<file path="src/rtl/rgb_hue_pwm_if.sv">
// Control/status bundle between top-level logic and the RGB hue PWM driver.
`timescale 1ns/1ps
interface rgb_hue_pwm_if #(
  parameter int unsigned PWM_BITS  = 8,
  parameter int unsigned SEG_STEPS = 60,
  parameter int unsigned DIV_BITS  = 24
);
  localparam int unsigned HUE_W = $clog2(6 * SEG_STEPS);

  logic                en;
  logic [1:0]          mode;
  logic [DIV_BITS-1:0] step_div;
  logic [PWM_BITS-1:0] bright;
  logic                hue_load;
  logic [HUE_W-1:0]    hue_in;
  logic                RGB_R;
  logic                RGB_G;
  logic                RGB_B;
  logic [HUE_W-1:0]    hue_out;
  logic                frame_tick;

  modport master (
    output en, mode, step_div, bright, hue_load, hue_in,
    input  RGB_R, RGB_G, RGB_B, hue_out, frame_tick
  );

  modport slave (
    input  en, mode, step_div, bright, hue_load, hue_in,
    output RGB_R, RGB_G, RGB_B, hue_out, frame_tick
  );
endinterface

</file>
<file path="src/rtl/rgb_hue_pwm.sv">
// Hue-wheel PWM driver: walks or holds a hue, scales by brightness and a
// triangular breathe envelope, drives active-low glitch-free PWM per frame.
`timescale 1ns/1ps
module rgb_hue_pwm #(
  parameter int unsigned PWM_BITS  = 8,
  parameter int unsigned SEG_STEPS = 60,
  parameter int unsigned DIV_BITS  = 24
) (
  input  logic         CLK,
  input  logic         RST_N,
  rgb_hue_pwm_if.slave bus
);
  localparam int unsigned MAX     = (1 << PWM_BITS) - 1;
  localparam int unsigned HUE_MAX = 6 * SEG_STEPS;
  localparam int unsigned HUE_W   = $clog2(HUE_MAX);
  localparam int unsigned PROD_W  = 2 * PWM_BITS;
  localparam int unsigned RAMP_W  = HUE_W + PWM_BITS;

  localparam logic [PWM_BITS-1:0] MAX_V    = PWM_BITS'(MAX);
  localparam logic [PWM_BITS-1:0] LAST_V   = PWM_BITS'(MAX - 1);
  localparam logic [HUE_W-1:0]    HUE_LAST = HUE_W'(HUE_MAX - 1);
  localparam logic [HUE_W-1:0]    SEG_V    = HUE_W'(SEG_STEPS);
  localparam logic [1:0]          MODE_CYCLE   = 2'd0;
  localparam logic [1:0]          MODE_BREATHE = 2'd2;

  logic [PWM_BITS-1:0] r_pwm_cnt;
  logic [DIV_BITS-1:0] r_div_cnt;
  logic [HUE_W-1:0]    r_hue;
  logic [PWM_BITS-1:0] r_env;
  logic                r_env_dn;
  logic [PWM_BITS-1:0] r_duty_r;
  logic [PWM_BITS-1:0] r_duty_g;
  logic [PWM_BITS-1:0] r_duty_b;
  logic                r_rgb_r;
  logic                r_rgb_g;
  logic                r_rgb_b;
  logic                r_frame_tick;

  logic                w_frame_end;
  logic                w_tick;
  logic [DIV_BITS-1:0] w_div_last;
  logic [2:0]          w_seg;
  logic [HUE_W-1:0]    w_off;
  logic [RAMP_W-1:0]   w_ramp_prod;
  logic [PWM_BITS-1:0] w_ramp;
  logic [PWM_BITS-1:0] w_base_r;
  logic [PWM_BITS-1:0] w_base_g;
  logic [PWM_BITS-1:0] w_base_b;
  logic [PWM_BITS-1:0] w_eff;
  logic [PWM_BITS-1:0] w_duty_r;
  logic [PWM_BITS-1:0] w_duty_g;
  logic [PWM_BITS-1:0] w_duty_b;

  // floor(a*b/MAX); the product never exceeds 2*PWM_BITS bits
  function automatic logic [PWM_BITS-1:0] scale(input logic [PWM_BITS-1:0] a,
                                                input logic [PWM_BITS-1:0] b);
    logic [PROD_W-1:0] p;
    p = PROD_W'(a) * PROD_W'(b);
    return PWM_BITS'(p / PROD_W'(MAX));
  endfunction

  assign w_frame_end = bus.en & (r_pwm_cnt == LAST_V);

  // step_div of 0 behaves as 1, so the last count is 0 in both cases
  always_comb begin
    w_div_last = '0;
    if (bus.step_div != '0) w_div_last = bus.step_div - DIV_BITS'(1);
  end

  assign w_tick = bus.en & (r_div_cnt >= w_div_last);

  assign w_seg       = 3'(r_hue / SEG_V);
  assign w_off       = r_hue % SEG_V;
  assign w_ramp_prod = RAMP_W'(w_off) * RAMP_W'(MAX);
  assign w_ramp      = PWM_BITS'(w_ramp_prod / RAMP_W'(SEG_STEPS));

  // Six-segment hue wheel base colour
  always_comb begin
    w_base_r = '0;
    w_base_g = '0;
    w_base_b = '0;
    case (w_seg)
      3'd0: begin w_base_r = MAX_V;          w_base_g = w_ramp;         end
      3'd1: begin w_base_r = MAX_V - w_ramp; w_base_g = MAX_V;          end
      3'd2: begin w_base_g = MAX_V;          w_base_b = w_ramp;         end
      3'd3: begin w_base_g = MAX_V - w_ramp; w_base_b = MAX_V;          end
      3'd4: begin w_base_r = w_ramp;         w_base_b = MAX_V;          end
      3'd5: begin w_base_r = MAX_V;          w_base_b = MAX_V - w_ramp; end
      default: ;
    endcase
  end

  assign w_eff    = (bus.mode == MODE_BREATHE) ? scale(bus.bright, r_env) : bus.bright;
  assign w_duty_r = scale(w_base_r, w_eff);
  assign w_duty_g = scale(w_base_g, w_eff);
  assign w_duty_b = scale(w_base_b, w_eff);

  // PWM frame counter and frame tick
  always_ff @(posedge CLK or negedge RST_N) begin
    if (!RST_N) begin
      r_pwm_cnt    <= '0;
      r_frame_tick <= 1'b0;
    end else begin
      r_frame_tick <= w_frame_end;
      if (!bus.en || w_frame_end) r_pwm_cnt <= '0;
      else                        r_pwm_cnt <= r_pwm_cnt + PWM_BITS'(1);
    end
  end

  always_ff @(posedge CLK or negedge RST_N) begin
    if (!RST_N) begin
      r_div_cnt <= '0;
    end else if (!bus.en || w_tick) begin
      r_div_cnt <= '0;
    end else begin
      r_div_cnt <= r_div_cnt + DIV_BITS'(1);
    end
  end

  // A load always beats a same-cycle wheel step
  always_ff @(posedge CLK or negedge RST_N) begin
    if (!RST_N) begin
      r_hue <= '0;
    end else if (bus.hue_load) begin
      r_hue <= (32'(bus.hue_in) >= HUE_MAX) ? '0 : bus.hue_in;
    end else if (w_tick && bus.mode == MODE_CYCLE) begin
      r_hue <= (r_hue == HUE_LAST) ? '0 : r_hue + HUE_W'(1);
    end
  end

  // Triangular envelope; each endpoint is visited for a single tick
  always_ff @(posedge CLK or negedge RST_N) begin
    if (!RST_N) begin
      r_env    <= MAX_V;
      r_env_dn <= 1'b1;
    end else if (bus.en) begin
      if (bus.mode != MODE_BREATHE) begin
        r_env    <= MAX_V;
        r_env_dn <= 1'b1;
      end else if (w_tick) begin
        if (r_env_dn) begin
          if (r_env == '0) begin
            r_env    <= PWM_BITS'(1);
            r_env_dn <= 1'b0;
          end else begin
            r_env <= r_env - PWM_BITS'(1);
          end
        end else begin
          if (r_env == MAX_V) begin
            r_env    <= LAST_V;
            r_env_dn <= 1'b1;
          end else begin
            r_env <= r_env + PWM_BITS'(1);
          end
        end
      end
    end
  end

  always_ff @(posedge CLK or negedge RST_N) begin
    if (!RST_N) begin
      r_duty_r <= '0;
      r_duty_g <= '0;
      r_duty_b <= '0;
    end else if (w_frame_end) begin
      r_duty_r <= w_duty_r;
      r_duty_g <= w_duty_g;
      r_duty_b <= w_duty_b;
    end
  end

  // Registered active-low pins; reset forces them dark immediately
  always_ff @(posedge CLK or negedge RST_N) begin
    if (!RST_N) begin
      r_rgb_r <= 1'b1;
      r_rgb_g <= 1'b1;
      r_rgb_b <= 1'b1;
    end else begin
      r_rgb_r <= ~(bus.en & (r_pwm_cnt < r_duty_r));
      r_rgb_g <= ~(bus.en & (r_pwm_cnt < r_duty_g));
      r_rgb_b <= ~(bus.en & (r_pwm_cnt < r_duty_b));
    end
  end

  assign bus.RGB_R      = r_rgb_r;
  assign bus.RGB_G      = r_rgb_g;
  assign bus.RGB_B      = r_rgb_b;
  assign bus.hue_out    = r_hue;
  assign bus.frame_tick = r_frame_tick;

endmodule

</file>
<file path="src/flat_wrapper.sv">
// flat-port wrapper written by rule: the top's interface ports become plain ports
module rgb_hue_pwm_flat 
#(
  parameter int unsigned PWM_BITS  = 8,
  parameter int unsigned SEG_STEPS = 60,
  parameter int unsigned DIV_BITS  = 24
)
  (CLK, RST_N, bus_en, bus_mode, bus_step_div, bus_bright, bus_hue_load, bus_hue_in, bus_RGB_R, bus_RGB_G, bus_RGB_B, bus_hue_out, bus_frame_tick);
  rgb_hue_pwm_if #(.PWM_BITS(PWM_BITS), .SEG_STEPS(SEG_STEPS), .DIV_BITS(DIV_BITS)) bus_i ();
  input  logic CLK;
  input  logic RST_N;
  input wire logic [$bits(bus_i.en)-1:0] bus_en;
  input wire logic [$bits(bus_i.mode)-1:0] bus_mode;
  input wire logic [$bits(bus_i.step_div)-1:0] bus_step_div;
  input wire logic [$bits(bus_i.bright)-1:0] bus_bright;
  input wire logic [$bits(bus_i.hue_load)-1:0] bus_hue_load;
  input wire logic [$bits(bus_i.hue_in)-1:0] bus_hue_in;
  output wire logic [$bits(bus_i.RGB_R)-1:0] bus_RGB_R;
  output wire logic [$bits(bus_i.RGB_G)-1:0] bus_RGB_G;
  output wire logic [$bits(bus_i.RGB_B)-1:0] bus_RGB_B;
  output wire logic [$bits(bus_i.hue_out)-1:0] bus_hue_out;
  output wire logic [$bits(bus_i.frame_tick)-1:0] bus_frame_tick;
  assign bus_i.en = bus_en;
  assign bus_i.mode = bus_mode;
  assign bus_i.step_div = bus_step_div;
  assign bus_i.bright = bus_bright;
  assign bus_i.hue_load = bus_hue_load;
  assign bus_i.hue_in = bus_hue_in;
  assign bus_RGB_R = bus_i.RGB_R;
  assign bus_RGB_G = bus_i.RGB_G;
  assign bus_RGB_B = bus_i.RGB_B;
  assign bus_hue_out = bus_i.hue_out;
  assign bus_frame_tick = bus_i.frame_tick;
  rgb_hue_pwm #(.PWM_BITS(PWM_BITS), .SEG_STEPS(SEG_STEPS), .DIV_BITS(DIV_BITS)) u_core (.CLK(CLK), .RST_N(RST_N), .bus(bus_i));
endmodule
</file>
<file path="config.mk">
export PLATFORM = sky130hd
export DESIGN_NAME = rgb_hue_pwm_flat
export DESIGN_NICKNAME = d
export VERILOG_FILES = /design/src/rtl/rgb_hue_pwm_if.sv /design/src/rtl/rgb_hue_pwm.sv /design/src/flat_wrapper.sv
export SDC_FILE = /design/constraint.sdc
export NUM_CORES = 1
export LEC_CHECK = 0
export ABC_AREA = 1
export CORE_MARGIN = 2
export CORE_UTILIZATION = 55
export DETAILED_ROUTE_END_ITERATION = 10
export MAX_ROUTING_LAYER = met4
export PLACE_DENSITY = 0.81
export SYNTH_ARGS = -nofsm -noshare
export SYNTH_HDL_FRONTEND = slang
export SYNTH_SLANG_ARGS = --single-unit
</file>
<file path="constraint.sdc">
create_clock -name CLK -period 48.4 [get_ports CLK]
set_input_delay 9.68 -clock CLK [delete_from_list [all_inputs] [get_ports CLK]]
set_output_delay 9.68 -clock CLK [all_outputs]
set_load 0.02 [all_outputs]
</file>
# Word level (Yosys, flattened, before mapping)

Index checks and enable logic that the tools add are counted.

Output and inout bits: 13
Bits of input ports: 47
Register bits: 78

Eq/ne operators: 10
Bitwise operators: 8
Reductions and logical operators: 14
$lt $le $gt $ge: 5
Muxes and demuxes: 21
Add/subtract/negate cells: 7
Div/mod/pow operators: 7
$mul: 5

Operators with widths:

| operator                                                  | count |
|---|---|
| case mux 8 bit (3 select lines)                           | 3 |
| divider 16 x 8 -> 16 bit (second input constant)          | 4 |
| multiplier 8 x 8 -> 16 bit                                | 4 |
| two-way mux 8 bit                                         | 7 |
| two-way mux 24 bit                                        | 2 |
| two-way mux 9 bit                                         | 4 |
| adder 24 x 1 -> 24 bit (second input constant)            | 1 |
| greater-or-equal comparator 24 bit                        | 1 |
| less-than comparator 8 bit                                | 3 |
| nonzero test 24 bit                                       | 1 |
| subtractor 24 x 1 -> 24 bit (second input constant)       | 1 |
| divider 17 x 6 -> 17 bit (second input constant)          | 1 |
| multiplier 9 x 8 -> 17 bit (second input constant)        | 1 |
| adder 8 x 1 -> 8 bit (second input constant)              | 2 |
| == test 8 bit (second input constant)                     | 2 |
| adder 9 x 1 -> 9 bit (second input constant)              | 1 |
| divider 9 x 6 -> 9 bit (second input constant)            | 1 |
| == test 9 bit (second input constant)                     | 1 |
| greater-or-equal comparator 9 bit (second input constant) | 1 |
| modulo 9 x 6 -> 9 bit (second input constant)             | 1 |
| logical NOT 8 bit                                         | 1 |
| subtractor 8 x 1 -> 8 bit (second input constant)         | 1 |
| subtractor 8 bit (first input constant)                   | 1 |
| == test 3 x 2 -> 1 bit (second input constant)            | 2 |
| 15 further kinds                                          | 30 |

# Depth between registers and ports, before layout

Depth in word-level cells: 7
Mapped depth: 168
Depth with buffers taken out: 167

# Worst setup path after synthesis

Ideal clock, no wire load.

Kind: input-to-reg
Start: input port bus_bright[2]
End: register u_core.r_duty_r[0]
Slack: 23.250 ns
Buffers on the path: 6
Data required time: 48.287 ns
Stages: 128
Setup time: 0.113 ns
Data arrival time: 25.037 ns
Cells stage by stage: clkbuf_1 -> nand2_1 -> fa_1 -> inv_1 -> fa_1 -> fa_1 -> fa_1 -> ha_1 -> nand2_1 -> inv_2 -> a21oi_1 -> nand2_1 -> nand2_1 -> nand2_1 -> nor2_1 -> nand2_2 -> inv_4 -> nand3_4 -> (+92 left out) -> nand3_2 -> nor2_4 -> nand3_2 -> nand2_4 -> nand2_1 -> nand2_1 -> inv_1 -> ha_1 -> nand3_1 -> nor2_1 -> a21oi_4 -> nand2_4 -> nand2_1 -> nand2_2 -> nor2_2 -> nand3_1 -> nand2_1 -> inv_1

Cells in the longest elaborated chain, start to end: 5

RTL lines:

| item                           | line               | RTL |
|---|---|---|
| start: declaration             | flat_wrapper.sv:15 | `input wire logic [$bits(bus_i.bright)-1:0] bus_bright;` |
| multiplier 8 x 8 -> 16 bit     | rgb_hue_pwm.sv:58  | `p = PROD_W'(a) * PROD_W'(b);` |
| divider 16 x 8 -> 16 bit       | rgb_hue_pwm.sv:59  | `return PWM_BITS'(p / PROD_W'(MAX));` |
| two-way mux 8 bit (*)          | rgb_hue_pwm.sv:93  | `assign w_eff = (bus.mode == MODE_BREATHE) ? scale(bus.bright, r_env) : bus.bright;` |
| multiplier 8 x 8 -> 16 bit (*) | rgb_hue_pwm.sv:58  |  |
| divider 16 x 8 -> 16 bit (*)   | rgb_hue_pwm.sv:59  |  |
| end signal: assignment         | rgb_hue_pwm.sv:166 | `r_duty_r <= w_duty_r;` |
| end: declaration               | rgb_hue_pwm.sv:31  | `logic [PWM_BITS-1:0] r_duty_r;` |

Mark *: on every way between the ends. The rest lies on a longest branch, timed or not.
A chain may end at the register's enable or synchronous reset.

# Final worst setup path

Start: input port bus_bright[1]
End: register u_core.r_duty_g[0]

Cells in the longest elaborated chain, start to end: 5

RTL lines:

| item                           | line               | RTL |
|---|---|---|
| multiplier 8 x 8 -> 16 bit     | rgb_hue_pwm.sv:58  |  |
| divider 16 x 8 -> 16 bit       | rgb_hue_pwm.sv:59  |  |
| two-way mux 8 bit (*)          | rgb_hue_pwm.sv:93  |  |
| multiplier 8 x 8 -> 16 bit (*) | rgb_hue_pwm.sv:58  |  |
| divider 16 x 8 -> 16 bit (*)   | rgb_hue_pwm.sv:59  |  |
| end signal: assignment         | rgb_hue_pwm.sv:167 | `r_duty_g <= w_duty_g;` |
| end: declaration               | rgb_hue_pwm.sv:32  | `logic [PWM_BITS-1:0] r_duty_g;` |

Marked as above.

==> run metrics <==
die area=47,050 sq um; Crit Path Category=input pin to flop; Yosys warning count=0; remaining routing DRC violations=0; Die Width=about 220 um; most frequent cells in the layout=nand2_1 (1,036), inv_1 (782), nor2_1 (395); clk_skew=~0.013 ns; worst path bufs/invs=10; fin cells=roughly 4,600; Initial Utilization=55.30%; most used cell, CP=nand2_1; max_cap viols=0; CTS Buf Count=9; met3 usage=2.292%; detailed-router iteration count before antenna repair=5; hold buffer count at cts=0; Synth async-reset ratio=100.0%; period utilization=about 56%; GRT Overall Usage=25.52%; clk sinks=78; Avg Inst Size Synth=6.303 sq um; dpl cells=4,600; run status=complete, no violations; Skew-Pair Late Insertion Delay=0.38 ns; Slew @ Worst Pin=between 1 and 1.5 ns; H-tree levels=3; CP Data Arrival Time=27.57 ns; core area=45,090 sq um; CTS Root Cell=clkbuf_16; Synth Flop Type=dfrtp_1; unrepaired setup endpoints after global routing=false; grt total ovfl=0; area occupied by multi-input gates=19,620 sq um; post-CTS setup buffer count=0; DP HPWL=between 40,000 and 50,000 um; M1 GR Usage=a little under a third; share of layout cells above drive strength 1=10.18%; Tmin final=27.29 ns; Mapped Area=around 25,000 sq um; Rows=78; CTS resizes=0; chip height=216.9 um; commonest non-fill, non-tap cell in the layout=nand2_1; Layout area overhead=6.258%; Buffers on Ports=59; Vias=about 24,000; initial drt markers=1,188; CP top delay family=simple AND/OR/NAND/NOR gates; Seq/Total Area, Yosys=7.888%; Layout Nets=around 4,500; CP startpoint kind=input pin; vias in the first global route=23,033; Routed Antenna Nets=0; drt via density=5.121; CP peak stage delay=roughly 0.7 ns; WL/cell=12.14 um; CTS tree=yes; Mapped Cells=3,956; Fillers=4,349; critical path endpoint category=flop; Hold Vio Cnt, Final=0; GRT Max-Usage Layer=met2; number of synthesized flops with an enable pin=0; Slew Viols, Final=0; Register Area=1967 sq um; crit path max-delay cell type=clkdlybuf4s50_1; Fin Setup TNS=0 ns; first-pass GRT wire length=100,300 um; GR Util met2=about 44%; clock buffer depth=2; Worst Path Max Fanout=16; largest net degree at the start of global routing=55; Hold Path Class=flop to flop; slew margin rel.=a little under a third; final setup violation count=0; FMAX=36.64 MHz; #FFs+latches synth=just under 80; clock transition at the registers of the reported paths=0.07 ns; Ports=60; total routed wirelength=56,060 um; GPL Wtd Cong=0.9305; synth unique cells=76; worst path required time=approximately 50 ns; initial antenna violation count=1
## layout make-up
type,instances,area share (%)
Clock inverter,7,0.3022
Multi-Input combinational cell,3007,74.05
Timing Repair Buffer,70,2.531
Antenna cell,1,0.009445
Sequential cell,78,7.424
Tap cell,600,2.834
Clock buffer,9,0.8501
Inverter,845,12.00
## cells in the mapped netlist, drive strengths merged (2+ instances only)
| library cell | instances | area (sq um) |
|---|---|---|
| clkinv | 10 | 40.04 |
| dfstp | 12 | 315.3 |
| o31ai | 3 | 32.53 |
| conb | 2 | 7.510 |
| inv | 835 | 3139 |
| and2 | 6 | 37.54 |
| nor2 | 458 | 1962 |
| nor3b | 7 | 52.55 |
| xor2 | 83 | 742.0 |
| o311ai | 2 | 17.52 |
| a21oi | 100 | 526.8 |
| or2 | 16 | 100.1 |
| o21a | 13 | 97.59 |
| o21bai | 17 | 165.2 |
| a21o | 3 | 22.52 |
| nand3b | 14 | 125.1 |
| o2111ai | 2 | 17.52 |
| nand2 | 1170 | 4951 |
| dfrtp | 66 | 1652 |
| buf | 10 | 108.9 |
| clkbuf | 34 | 127.6 |
| nor4 | 3 | 18.77 |
| fa | 175 | 3503 |
| and3 | 3 | 18.77 |
| a21boi | 11 | 93.83 |
| a22oi | 6 | 45.04 |
| o211ai | 13 | 112.6 |
| ha | 239 | 2990 |
| a31oi | 15 | 93.84 |
| nand3 | 278 | 1697 |
| nand4 | 52 | 356.6 |
| a31o | 2 | 17.52 |
| o21ai | 196 | 1056 |
| xnor2 | 25 | 219.0 |
| a221oi | 2 | 17.52 |
| a211oi | 5 | 37.54 |
| nor3 | 62 | 362.9 |
## flip-flops by register name (all words and copies together), names as in the netlist
name                   flops
u_core.r_duty_g            8
u_core.bus.frame_tick      1
u_core.bus.RGB_R           1
u_core.r_duty_b            8
u_core.r_div_cnt          24
u_core.r_env               8
u_core.bus.hue_out         9
u_core.r_pwm_cnt           8
u_core.bus.RGB_G           1
u_core.bus.RGB_B           1
u_core.r_env_dn            1
u_core.r_duty_r            8
## cells by family after synthesis
| kind of cell | after synthesis | synth area share (%) |
|---|---|---|
| compound gates | 396 | 9.655 |
| fa+ha+maj | 414 | 26.04 |
| simple gates | 2069 | 38.83 |
| flops | 78 | 7.888 |
| buf+inv | 889 | 13.70 |
| other cells | 2 | 0.03012 |
| xor+xnor | 108 | 3.854 |
## through the flow
step                      util, %  instance area, sq um  hold slack [ns]  setup slack (ns)
after floorplan                 -                 25000           0.4492             23.25
after global placement      58.08                 26190           0.4620             21.07
after detailed placement    58.08                 26190           0.4740             20.80
after CTS                   58.76                 26490           0.4916             21.15
after global routing        58.76                 26490           0.5084             19.12
final                       58.76                 26490           0.4862             21.11
## final timing paths
| path | from | end | slack, ns | cells past startpoint |
|---|---|---|---|---|
| worst max-delay path | bus_bright[1] | u_core.r_duty_g[0] | 21.11 | 114 |
| worst min-delay path | u_core.r_duty_r[6] | u_core.r_duty_r[6] | 0.49 | 2 |
| worst max register to register | u_core.bus.hue_out[5] | u_core.r_duty_g[0] | 26.88 | 143 |
| worst min register to register | u_core.r_duty_r[6] | u_core.r_duty_r[6] | 0.49 | 2 |
| max in group asynchronous | RST_N | u_core.r_duty_r[4] | 38.09 | 2 |
| min in group asynchronous | RST_N | u_core.r_div_cnt[20] | 9.22 | 1 |
## metal layers
layer,vias up,part of all wire [%]
met5,-,0
li1,12360,-
met1,10709,46
met4,0,2.8
met3,102,4.0
met2,472,47
## worst reg2reg max path, delay by kind of cell (launching register included)
kind | cells | cell delay [ns]
compound gates | 12 | 2.49
xor+xnor | 4 | 1.13
fa+ha+maj | 11 | 4.81
buf+inv | 22 | 2.16
flops | 1 | 0.45
simple gates | 94 | 10.28
Power is not shown: default switching activity piles up to over one toggle a cycle in this logic, so the estimate is an artifact.
